File: src/rtl/cam_pkg.sv
// Shared types and default geometry for the camera frame-buffer write path.
package cam_pkg;
  localparam int CAM_FB_W      = 240;
  localparam int CAM_FB_H      = 320;
  localparam int CAM_FB_ADDR_W = 17;

  typedef logic [15:0] rgb565_t;

  typedef enum logic {SYNC, ACTIVE} cam_wr_state_t;
endpackage

File: src/rtl/cam_fb_writer_if.sv
// Camera byte stream in, frame-buffer write port out; master is the writer, slave the environment.
interface cam_fb_writer_if #(
  parameter int ADDR_W = cam_pkg::CAM_FB_ADDR_W
);
  logic              cam_vsync_in;
  logic              cam_href_in;
  logic              cam_byte_vld_in;
  logic [7:0]        cam_byte_in;
  logic [ADDR_W-1:0] fb_addr_out;
  logic [15:0]       fb_data_out;
  logic              fb_we_out;

  modport master (
    input  cam_vsync_in, cam_href_in, cam_byte_vld_in, cam_byte_in,
    output fb_addr_out, fb_data_out, fb_we_out
  );

  modport slave (
    output cam_vsync_in, cam_href_in, cam_byte_vld_in, cam_byte_in,
    input  fb_addr_out, fb_data_out, fb_we_out
  );
endinterface

File: src/rtl/cam_byte_pack.sv
// Pairs camera bytes into RGB565 pixels; the high byte arrives first.
module cam_byte_pack
  import cam_pkg::*;
(
  input  logic       clk_in,
  input  logic       rst_n_in,
  input  logic       clr,
  input  logic       byte_vld,
  input  logic [7:0] cam_byte,
  output logic       pix_vld,
  output rgb565_t    pix,
  output logic       half
);
  logic       phase;
  logic [7:0] hi;

  always_ff @(posedge clk_in or negedge rst_n_in) begin
    if (!rst_n_in) begin
      phase <= 1'b0;
      hi    <= '0;
    end else if (clr) begin
      phase <= 1'b0;
    end else if (byte_vld) begin
      if (!phase) hi <= cam_byte;
      phase <= ~phase;
    end
  end

  // Pixel is formed combinationally so the top can register the write one clock later.
  assign pix_vld = byte_vld & phase & ~clr;
  assign pix     = {hi, cam_byte};
  assign half    = phase;
endmodule

File: src/rtl/cam_fb_writer.sv
// Camera-to-frame-buffer writer: vsync/href framing, RGB565 packing, windowed linear addressing.
// Optional build macro CAM_FB_FREEZE_EN adds freeze_in to skip writing whole frames.
//
// state  | meaning
// SYNC   | vertical blanking or waiting for first vsync fall; bytes ignored
// ACTIVE | capturing a frame; href-qualified bytes become pixels
module cam_fb_writer
  import cam_pkg::*;
#(
  parameter int FB_W   = CAM_FB_W,
  parameter int FB_H   = CAM_FB_H,
  parameter int ADDR_W = CAM_FB_ADDR_W
) (
  input  logic clk_in,
  input  logic rst_n_in,
`ifdef CAM_FB_FREEZE_EN
  input  logic freeze_in,
`endif
  cam_fb_writer_if.master bus,
  output logic frame_done_out,
  output logic err_out
);
  localparam logic [10:0]       COL_LIM  = 11'(FB_W);
  localparam logic [10:0]       ROW_LIM  = 11'(FB_H);
  localparam logic [10:0]       CNT_MAX  = 11'h7FF;
  localparam logic [ADDR_W-1:0] ROW_STEP = ADDR_W'(FB_W);

  cam_wr_state_t     state;
  logic              vsync_q, href_q;
  logic [10:0]       col, row;
  logic [ADDR_W-1:0] row_base;
  logic              active, vsync_fall, vsync_rise, href_fall, byte_acc;
  logic              pix_vld, half, frozen;
  rgb565_t           pix;

  assign active     = (state == ACTIVE);
  assign vsync_fall = vsync_q & ~bus.cam_vsync_in;
  assign vsync_rise = ~vsync_q & bus.cam_vsync_in;
  assign href_fall  = active & href_q & ~bus.cam_href_in;
  assign byte_acc   = active & ~vsync_fall & bus.cam_href_in & bus.cam_byte_vld_in;

  cam_byte_pack u_pack (
    .clk_in   (clk_in),
    .rst_n_in (rst_n_in),
    .clr      (vsync_fall | href_fall),
    .byte_vld (byte_acc),
    .cam_byte (bus.cam_byte_in),
    .pix_vld  (pix_vld),
    .pix      (pix),
    .half     (half)
  );

`ifdef CAM_FB_FREEZE_EN
  // Latched once per frame so a mid-frame change can never tear the stored image.
  always_ff @(posedge clk_in or negedge rst_n_in) begin
    if (!rst_n_in)       frozen <= 1'b0;
    else if (vsync_fall) frozen <= freeze_in;
  end
`else
  assign frozen = 1'b0;
`endif

  always_ff @(posedge clk_in or negedge rst_n_in) begin
    if (!rst_n_in) begin
      state           <= SYNC;
      vsync_q         <= 1'b0;
      href_q          <= 1'b0;
      col             <= '0;
      row             <= '0;
      row_base        <= '0;
      bus.fb_we_out   <= 1'b0;
      bus.fb_addr_out <= '0;
      bus.fb_data_out <= '0;
      frame_done_out  <= 1'b0;
      err_out         <= 1'b0;
    end else begin
      vsync_q        <= bus.cam_vsync_in;
      href_q         <= bus.cam_href_in;
      bus.fb_we_out  <= 1'b0;
      frame_done_out <= 1'b0;
      if (vsync_fall) begin
        state    <= ACTIVE;
        col      <= '0;
        row      <= '0;
        row_base <= '0;
        err_out  <= 1'b0;
      end else if (active) begin
        if (vsync_rise) begin
          state          <= SYNC;
          frame_done_out <= 1'b1;
        end
        if (href_fall) begin
          col <= '0;
          if (row != CNT_MAX) row <= row + 11'd1;
          // Row base tracks row*FB_W incrementally; frozen once past the window.
          if (row < ROW_LIM) row_base <= row_base + ROW_STEP;
          if (half) err_out <= 1'b1;
        end else if (pix_vld) begin
          if (col < COL_LIM && row < ROW_LIM && !frozen) begin
            bus.fb_we_out   <= 1'b1;
            bus.fb_addr_out <= row_base + ADDR_W'(col);
            bus.fb_data_out <= pix;
          end
          if (col != CNT_MAX) col <= col + 11'd1;
        end
      end
    end
  end
endmodule

File: src/flat_wrapper.sv
// flat-port wrapper written by rule: the top's interface ports become plain ports
module cam_fb_writer_flat import cam_pkg::*;
#(
  parameter int FB_W   = CAM_FB_W,
  parameter int FB_H   = CAM_FB_H,
  parameter int ADDR_W = CAM_FB_ADDR_W
)
  (clk_in, rst_n_in, frame_done_out, err_out, bus_cam_vsync_in, bus_cam_href_in, bus_cam_byte_vld_in, bus_cam_byte_in, bus_fb_addr_out, bus_fb_data_out, bus_fb_we_out);
  cam_fb_writer_if #(.ADDR_W(ADDR_W)) bus_i ();
  input  logic clk_in;
  input  logic rst_n_in;
  output logic frame_done_out;
  output logic err_out;
  input wire logic [$bits(bus_i.cam_vsync_in)-1:0] bus_cam_vsync_in;
  input wire logic [$bits(bus_i.cam_href_in)-1:0] bus_cam_href_in;
  input wire logic [$bits(bus_i.cam_byte_vld_in)-1:0] bus_cam_byte_vld_in;
  input wire logic [$bits(bus_i.cam_byte_in)-1:0] bus_cam_byte_in;
  output wire logic [$bits(bus_i.fb_addr_out)-1:0] bus_fb_addr_out;
  output wire logic [$bits(bus_i.fb_data_out)-1:0] bus_fb_data_out;
  output wire logic [$bits(bus_i.fb_we_out)-1:0] bus_fb_we_out;
  assign bus_i.cam_vsync_in = bus_cam_vsync_in;
  assign bus_i.cam_href_in = bus_cam_href_in;
  assign bus_i.cam_byte_vld_in = bus_cam_byte_vld_in;
  assign bus_i.cam_byte_in = bus_cam_byte_in;
  assign bus_fb_addr_out = bus_i.fb_addr_out;
  assign bus_fb_data_out = bus_i.fb_data_out;
  assign bus_fb_we_out = bus_i.fb_we_out;
  cam_fb_writer #(.FB_W(FB_W), .FB_H(FB_H), .ADDR_W(ADDR_W)) u_core (.clk_in(clk_in), .rst_n_in(rst_n_in), .bus(bus_i), .frame_done_out(frame_done_out), .err_out(err_out));
endmodule
File: config.mk
export PLATFORM = sky130hd
export DESIGN_NAME = cam_fb_writer_flat
export DESIGN_NICKNAME = d
export VERILOG_FILES = /design/src/rtl/cam_pkg.sv /design/src/rtl/cam_fb_writer_if.sv /design/src/rtl/cam_byte_pack.sv /design/src/rtl/cam_fb_writer.sv /design/src/flat_wrapper.sv
export SDC_FILE = /design/constraint.sdc
export NUM_CORES = 1
export LEC_CHECK = 0
export CAP_MARGIN = 20
export CORE_MARGIN = 2
export CORE_UTILIZATION = 50
export DETAILED_ROUTE_END_ITERATION = 6
export PLACE_DENSITY = 0.87
export SETUP_SLACK_MARGIN = 0.2
export SYNTH_ARGS = -nofsm -noshare
export SYNTH_HDL_FRONTEND = slang
export SYNTH_HIERARCHICAL = 1
export SYNTH_SLANG_ARGS = --single-unit
File: constraint.sdc
create_clock -name clk_in -period 2.5 [get_ports clk_in]
set_clock_uncertainty 0.2 [all_clocks]
set_input_delay 0.25 -clock clk_in [delete_from_list [all_inputs] [get_ports clk_in]]
set_output_delay 0.25 -clock clk_in [all_outputs]
set_load 0.01 [all_outputs]
==> summary.md, run 1 <==
| Metric | Value |
|---|---|
| Via count | `3296` |
| Site Rows | `32` |
| Fin. Hold Viols | `0` |
| Detail Route Antenna Nets | `0` |
| Register area | `2080 um2` |
| R2R setup slack | `0.15 ns` |
| Max_cap viols | `0` |
| CTS Buf Count | `9` |
| Yosys top cell by area | `dfrtp_1` |
| Final design utilization | `65.7%` |
| Iter 0 DRT Violations | `249` |
| Port buffer count | `48` |
| CTS tree | `yes` |
| Worst-Skew Late Latency | `0.36 ns` |
| Synth top area share | `50.9%` |
| Hold WC Path Type | `in2async` |
| Synth Register Bits | `83` |
| Critical path arrival | `2.41 ns` |
| Fmax | `424 MHz` |
| Netlist cell types | `51` |
| Total wire length | `9.47 mm` |
| Slowest stage delay, CP | `0.51 ns` |
| Post-route DRC | `0` |
| Initial antenna violation count | `0` |
| Largest family of logic cells by synthesized area | `simple AND/OR/NAND/NOR gates` |
| GRT Total Usage | `21.0%` |
| DP Wirelength | `5.98 mm` |
| XOR/XNOR Fraction of Synth Area | `6.43%` |
| Die Area | `8910 um2` |
| Min cycle time layout | `2.36 ns` |
| Total grt overflow | `0` |
| Post-synthesis sequential area ratio | `50.9%` |
| Slew headroom | `57.3%` |
| Compound-gate portion of the synthesized area | `9.96%` |
| CP Max Fanout | `5` |
| Vias in the first global route | `3205` |
| CP cell instances | `clkdlybuf4s50_1 -> and3b_2 -> nor2_8 -> inv_6 -> and3b_2 -> nand4_1 -> or4_4 -> inv_8 -> mux2_4` |
| Fraction of layout cells with a size suffix above 1 | `18.0%` |
| Synth Net Count | `446` |
| I/O pins | `49` |
| CP most frequent cell | `and3b_2` |
| Post-Synth Simple-Gate Area | `21.4%` |
| Pleak | `0.00232 uW` |
| Fin crit share | `94.3%` |
| Clk slew on worst S/H paths | `0.08 ns` |
| Post-Syn Area | `4080 um2` |
| Die outline width | `94.4 um` |
| Syn. warnings | `6` |
| CP required | `2.55 ns` |
| RSZ-0062 raised after global routing | `yes` |
| Sink Count | `83` |
| Asr flop ratio synth | `100%` |
| Mapped Avg Cell Area | `9.65 um2` |
| Initial Util | `52.3%` |
| Clock root cell | `clkbuf_8` |
| Top cells by area, synth | `dfrtp_1 (51%), nand2_1 (8.4%), xnor2_1 (4.9%), nor2_1 (3.6%), ha_1 (3.1%)` |
| Post-synth EDFFs | `0` |
| Commonest non-fill, non-tap cells in the layout | `dfrtp_1 (83), nand2_1 (72), clkdlybuf4s50_1 (47)` |
| Critical Path End Type | `flop` |
| Via/cell ratio | `5.59` |
| CP top delay family | `simple AND/OR/NAND/NOR gates` |
| Area grow syn2layout | `25.5%` |
| # placed instances | `569` |
| DIE HEIGHT | `94.4 um` |
| Cells after synthesis | `423` |
| Pin count of the biggest net entering global routing | `47` |
| NumNets Final | `506` |
| Fraction of the mapped netlist area in adder cells | `3.06%` |
| Core box area | `7810 um2` |
| Placer congestion estimate | `0.869` |
| Outcome | `complete, no violations` |
| H-Tree Depth | `3` |
| TNS Setup | `0 ns` |
| Final cell count without fillers | `590` |
| Critical path type | `in2reg` |
| DR pass1 iterations | `5` |
| Area of the multi-input gates | `1880 um2` |
| First-pass GRT wire length | `14.7 mm` |
| Fill cells | `573` |
| Mux contribution to synthesized area | `2.73%` |
| Worst setup SP type | `input port` |
| Crit-path slowest cell | `or4_4` |
| Power density cells | `602 nW/um2` |
| Commonest non-fill, non-tap cell in the layout | `dfrtp_1` |
| Top FF cell, synth | `dfrtp_1` |
| Crit path buf inv count | `3` |
| Ant diodes | `0` |
| Slew @ Worst Pin | `0.635 ns` |
| Drt wl/cell | `16.1 um` |
| Final setup viols | `0` |
| Max-slew violations | `0` |
| Clock tree buffer depth | `2` |
| Max rail drop VDD | `0.511 mV` |
-- logic make-up after synthesis --
| group | after synthesis |
|---|---|
| adders and majority gates | 10 |
| DFF | 83 |
| AOI/OAI and AO/OA | 63 |
| and+or+nand+nor | 189 |
| buffers and inverters | 38 |
| muxes | 10 |
| xor gates and xnor gates | 30 |
-- path summary, 6_finish.rpt --
check / startpoint / to / cells after the start
max: bus_cam_href_in / u_core/bus.fb_addr_out[7] / 9
min: rst_n_in / u_core/bus.fb_data_out[4] / 2
max reg2reg: u_core/href_q / u_core/bus.fb_addr_out[7] / 8
min reg2reg: u_core/bus.fb_data_out[11] / u_core/bus.fb_data_out[11] / 2
max in group asynchronous: rst_n_in / u_core/row[10] / 3
min in group clk_in: bus_cam_byte_in[1] / u_core/bus.fb_data_out[1] / 3
-- cell type report --
type	instances	area share, %
clock buffers	13	3.10
clock inverters	3	0.903
inverters	13	1.20
multi-input cells	302	36.7
flip-flops and latches	83	40.5
well taps	102	2.49
repair buffers	74	15.1
-- registers in the layout, summed over array words and instances, names as in the netlist --
register	count
u_core/active	1
u_core/bus.fb_we_out	1
u_core/vsync_q	1
u_core/row_base	13
u_core/row	11
u_core/u_pack/hi	8
u_core/bus.fb_addr_out	17
u_core/bus.fb_data_out	16
u_core/href_q	1
u_core/frame_done_out	1
u_core/err_out	1
u_core/u_pack/half	1
u_core/col	11
-- stage by stage --
stage / instance area (um2) / total power [uW] / worst slack (ns) / hold slack [ns]
5_1_grt: 5130 / 3220 / 0.0721 / 0.248
3_3_place_gp: 4750 / 2020 / -0.163 / 0.0366
3_5_place_dp: 4750 / 2060 / -0.244 / 0.0431
6_report: 5130 / 3090 / 0.143 / 0.188
4_1_cts: 4980 / 3060 / 0.164 / 0.209
2_1_floorplan: 4130 / 1850 / 0.0730 / -0.246
-- worst register-to-register path, delay by kind of cell (launching register included) --
kind                   cells  cell delay [ns]
AND/OR/NAND/NOR            5             1.23
flip-flops                 1             0.37
multiplexers               1             0.30
buffers and inverters      2             0.15
-- synthesized netlist by cell type, types with 3 or more instances --
master and count:
buf_4 8, buf_6 6, buf_2 3, o21ai_0 16, a31oi_1 3, o31ai_1 6, nor4_1 3, a21oi_1 16
a211oi_1 4, nand3_1 18, dfrtp_1 83, o21ai_2 7, nand2_1 91, mux2_2 8, and3_1 6, xnor2_1 23
clkbuf_1 7, ha_1 10, inv_1 11, xor2_1 7, nand4_1 7, nor3_1 4, nor2_1 39, nand2b_1 3
-- report_power, final --
group | internal (uW) | leakage [uW] | switching, uW
registers | 1470 | 0.00113 | 127
logic | 237 | 0.00109 | 256
clock network | 519 | 0.0000998 | 478
-- what timing repair did --
action                                 in CTS  in global routing
buffers inserted                            1                  1
hold buffers                                1                  0
pin swaps                                   0                 16
setup endpoints to repair                  24                 37
endpoints found under the hold margin      37                  0
resized for setup                           3                 29
gates cloned                                0                  2
-- metal layers --
metal / wire, um / up-vias / global-route usage, %
li1: - / 1552 / -
met3: 456 / 20 / 4.31
met4: 197 / 0 / 7.97
met2: 4860 / 112 / 36.0
met5: 0 / - / 0
met1: 3950 / 1612 / 26.5
Note: power is estimated with default switching activity, not from simulation.
==> run 2, diff against run 1 <==
- SKIP_CTS_REPAIR_TIMING: not set -> 1
==> run 2 against run 1 <==
Compared with the run above:
- worst hold slack gained 0.0069 ns
- final area is essentially flat
- sequential share of layout area is essentially flat
- sequential power is essentially flat
- sequential cell count is the same
- combinational power shrank 0.8%
- setup slack lost 0.018 ns
- clock-buffer cell count is the same
- core utilization shrank 0.064 points
- critical endpoint unchanged
- largest power group unchanged
==> summary.md, run 2 (synthesized netlist as in run 1, its figures left out) <==
| Metric | Value |
|---|---|
| Crit path buf inv count | `3 (unchanged)` |
| Area grow syn2layout | `25.4% (about the same)` |
| Via count | `3311 (+0.46%)` |
| Slew @ Worst Pin | `0.634 ns (-0.000288 ns)` |
| Core box area | `7810 um2 (unchanged)` |
| Port buffer count | `48 (unchanged)` |
| Setup ws final | `0.125 ns (-0.0178 ns)` |
| Min cycle time layout | `2.37 ns (+0.0178 ns)` |
| Pin count of the biggest net entering global routing | `47 (unchanged)` |
| Final setup viols | `0 (unchanged)` |
| Iter 0 DRT Violations | `249 (unchanged)` |
| Worst-Skew Late Latency | `0.36 ns (about the same)` |
| I/O pins | `49 (unchanged)` |
| Clock root cell | `clkbuf_8` |
| Critical Path End Type | `flop` |
| Hold WC Path Type | `in2async` |
| Max_cap viols | `0 (unchanged)` |
| GRT Total Usage | `20.8% (-0.28 points)` |
| Area of the multi-input gates | `1870 um2 (-0.27%)` |
| Critical path arrival | `2.43 ns (+0.02 ns)` |
| Initial antenna violation count | `0 (unchanged)` |
| Final cell count without fillers | `590 (unchanged)` |
| CTS tree | `yes` |
| Site Rows | `32 (unchanged)` |
| Vias in the first global route | `3201 (-0.12%)` |
| CTS Buf Count | `9 (unchanged)` |
| NumNets Final | `506 (unchanged)` |
| R2R setup slack | `0.13 ns (-0.02 ns)` |
| Worst slack at placement | `-0.244 ns (unchanged)` |
| Outcome | `complete, no violations` |
| Die outline width | `94.4 um (unchanged)` |
| CP required | `2.55 ns (about the same)` |
| Fin. Hold Viols | `0 (unchanged)` |
| DIE HEIGHT | `94.4 um (unchanged)` |
| Slew headroom | `57.3% (about the same)` |
| Fraction of layout cells with a size suffix above 1 | `17.6% (-0.41 points)` |
| CP Max Fanout | `5 (unchanged)` |
| Sink Count | `83 (unchanged)` |
| Max-slew violations | `0 (unchanged)` |
| # placed instances | `569 (unchanged)` |
| Fill cells | `570 (-0.52%)` |
| Fin crit share | `95.0% (+0.71 points)` |
| Max rail drop VDD | `0.501 mV (-2.0%)` |
| Reg2reg end | `u_core/bus.fb_addr_out[7]` |
| Critical path type | `in2reg` |
| RSZ-0062 raised after global routing | `yes` |
| Crit-path slowest cell | `or4_4` |
| Total grt overflow | `0 (unchanged)` |
| First-pass GRT wire length | `14.6 mm (-0.94%)` |
| Commonest non-fill, non-tap cells in the layout | `dfrtp_1 (83), nand2_1 (72), clkdlybuf4s50_1 (47)` |
| Die Area | `8910 um2 (unchanged)` |
| Fmax | `421 MHz (-0.75%)` |
| DP Wirelength | `5.98 mm (unchanged)` |
| Hold Worst Slack | `0.195 ns (+0.00695 ns)` |
| Clock tree buffer depth | `2 (unchanged)` |
| Power density cells | `603 nW/um2 (+0.21%)` |
| Commonest non-fill, non-tap cell in the layout | `dfrtp_1` |
| Register bank with the most flops | `u_core/bus.fb_addr_out` |
| H-Tree Depth | `3 (unchanged)` |
| Largest registers | `u_core/bus.fb_addr_out: 17 flops, u_core/bus.fb_data_out: 16 flops, u_core/row_base: 13 flops` |
| Worst R2R Path Depth | `9 (+1)` |
| Clk slew on worst S/H paths | `0.08 ns (about the same)` |
| CP top delay family | `simple AND/OR/NAND/NOR gates` |
| Placer congestion estimate | `0.869 (unchanged)` |
| Drt wl/cell | `15.8 um (-1.8%)` |
| DR pass1 iterations | `6 (+1)` |
| Register area | `2080 um2 (unchanged)` |
| Pleak | `0.00232 uW (about the same)` |
| Worst reg2reg path startpoint | `u_core/vsync_q` |
| Worst setup SP type | `input port` |
| CP cell instances | `clkdlybuf4s50_1 -> and3b_1 -> nor2_8 -> inv_6 -> and3b_2 -> nand4_1 -> or4_4 -> inv_8 -> mux2_4` |
| Via/cell ratio | `5.61 (+0.46%)` |
| Slowest stage delay, CP | `0.52 ns (about the same)` |
| Ant diodes | `0 (unchanged)` |
| Detail Route Antenna Nets | `0 (unchanged)` |
| Total wire length | `9.30 mm (-1.8%)` |
| Initial Util | `52.3% (unchanged)` |
| Post-route DRC | `0 (unchanged)` |
| Max reg flops | `17 (unchanged)` |
-- run 2: cell counts in the layout (fill, tap and decap cells not counted) --
No cell type changed its count.
-- run 2: where the power goes --
part	total (uW)	internal [uW]	switching [uW]
clock network	1000	519	485
registers	1600	1470	128
logic	488	237	251
-- run 2: final cells by class --
cell class / count / area share [%]
inverter: 13 / 1.20
multi-input combinational: 302 / 36.6
timing repair buffer: 74 / 15.1
tap: 102 / 2.49
clock inverter: 3 / 0.904
clock buffer: 13 / 3.10
sequential: 83 / 40.6
-- run 2: through the flow --
step	power (uW)	util, %	setup TNS, ns	cell area, um2
floorplan	1850	-	0	4130
global placement	2020	60.8	-4.10	4750
CTS	3050	63.4	0	4950
finish	3090	65.6	0	5120
detailed placement	2060	60.8	-6.08	4750
global route	3220	65.6	0	5120
-- run 2: layer usage --
metal	share of wire, %	wire, um	vias up	track usage (%)
met5	0	0	-	0
met4	2.1	191	0	8.33
met3	5.7	527	25	3.43
met2	51	4710	119	35.6
met1	42	3870	1623	26.4
li1	-	-	1544	-
-- run 2: how the worst max path moves through the flow --
stage | endpoint | startpoint | depth (start not counted)
floorplan | u_core/bus.fb_addr_out[7] | u_core/active | 10
global placement | u_core/bus.fb_addr_out[11] | bus_cam_href_in | 9
finish | u_core/bus.fb_addr_out[7] | bus_cam_href_in | 9
CTS | u_core/col[8] | u_core/vsync_q | 9
global route | u_core/bus.fb_addr_out[11] | u_core/vsync_q | 9
detailed placement | u_core/col[8] | bus_cam_href_in | 9
-- run 2: worst register-to-register path: stages (launching register included) --
cell,delay [ns]
dfrtp_1,0.40
nor2b_4,0.14
buf_6,0.13
nor2_8,0.10
inv_6,0.03
and3b_2,0.24
nand4_1,0.09
or4_4,0.52
inv_8,0.13
mux2_4,0.30
==> run 3, diff against run 2 <==
- CTS_CLUSTER_DIAMETER: not set -> 80
==> results of run 3 <==
No change in the layout: final DEF, timing and power equal those of run 2.
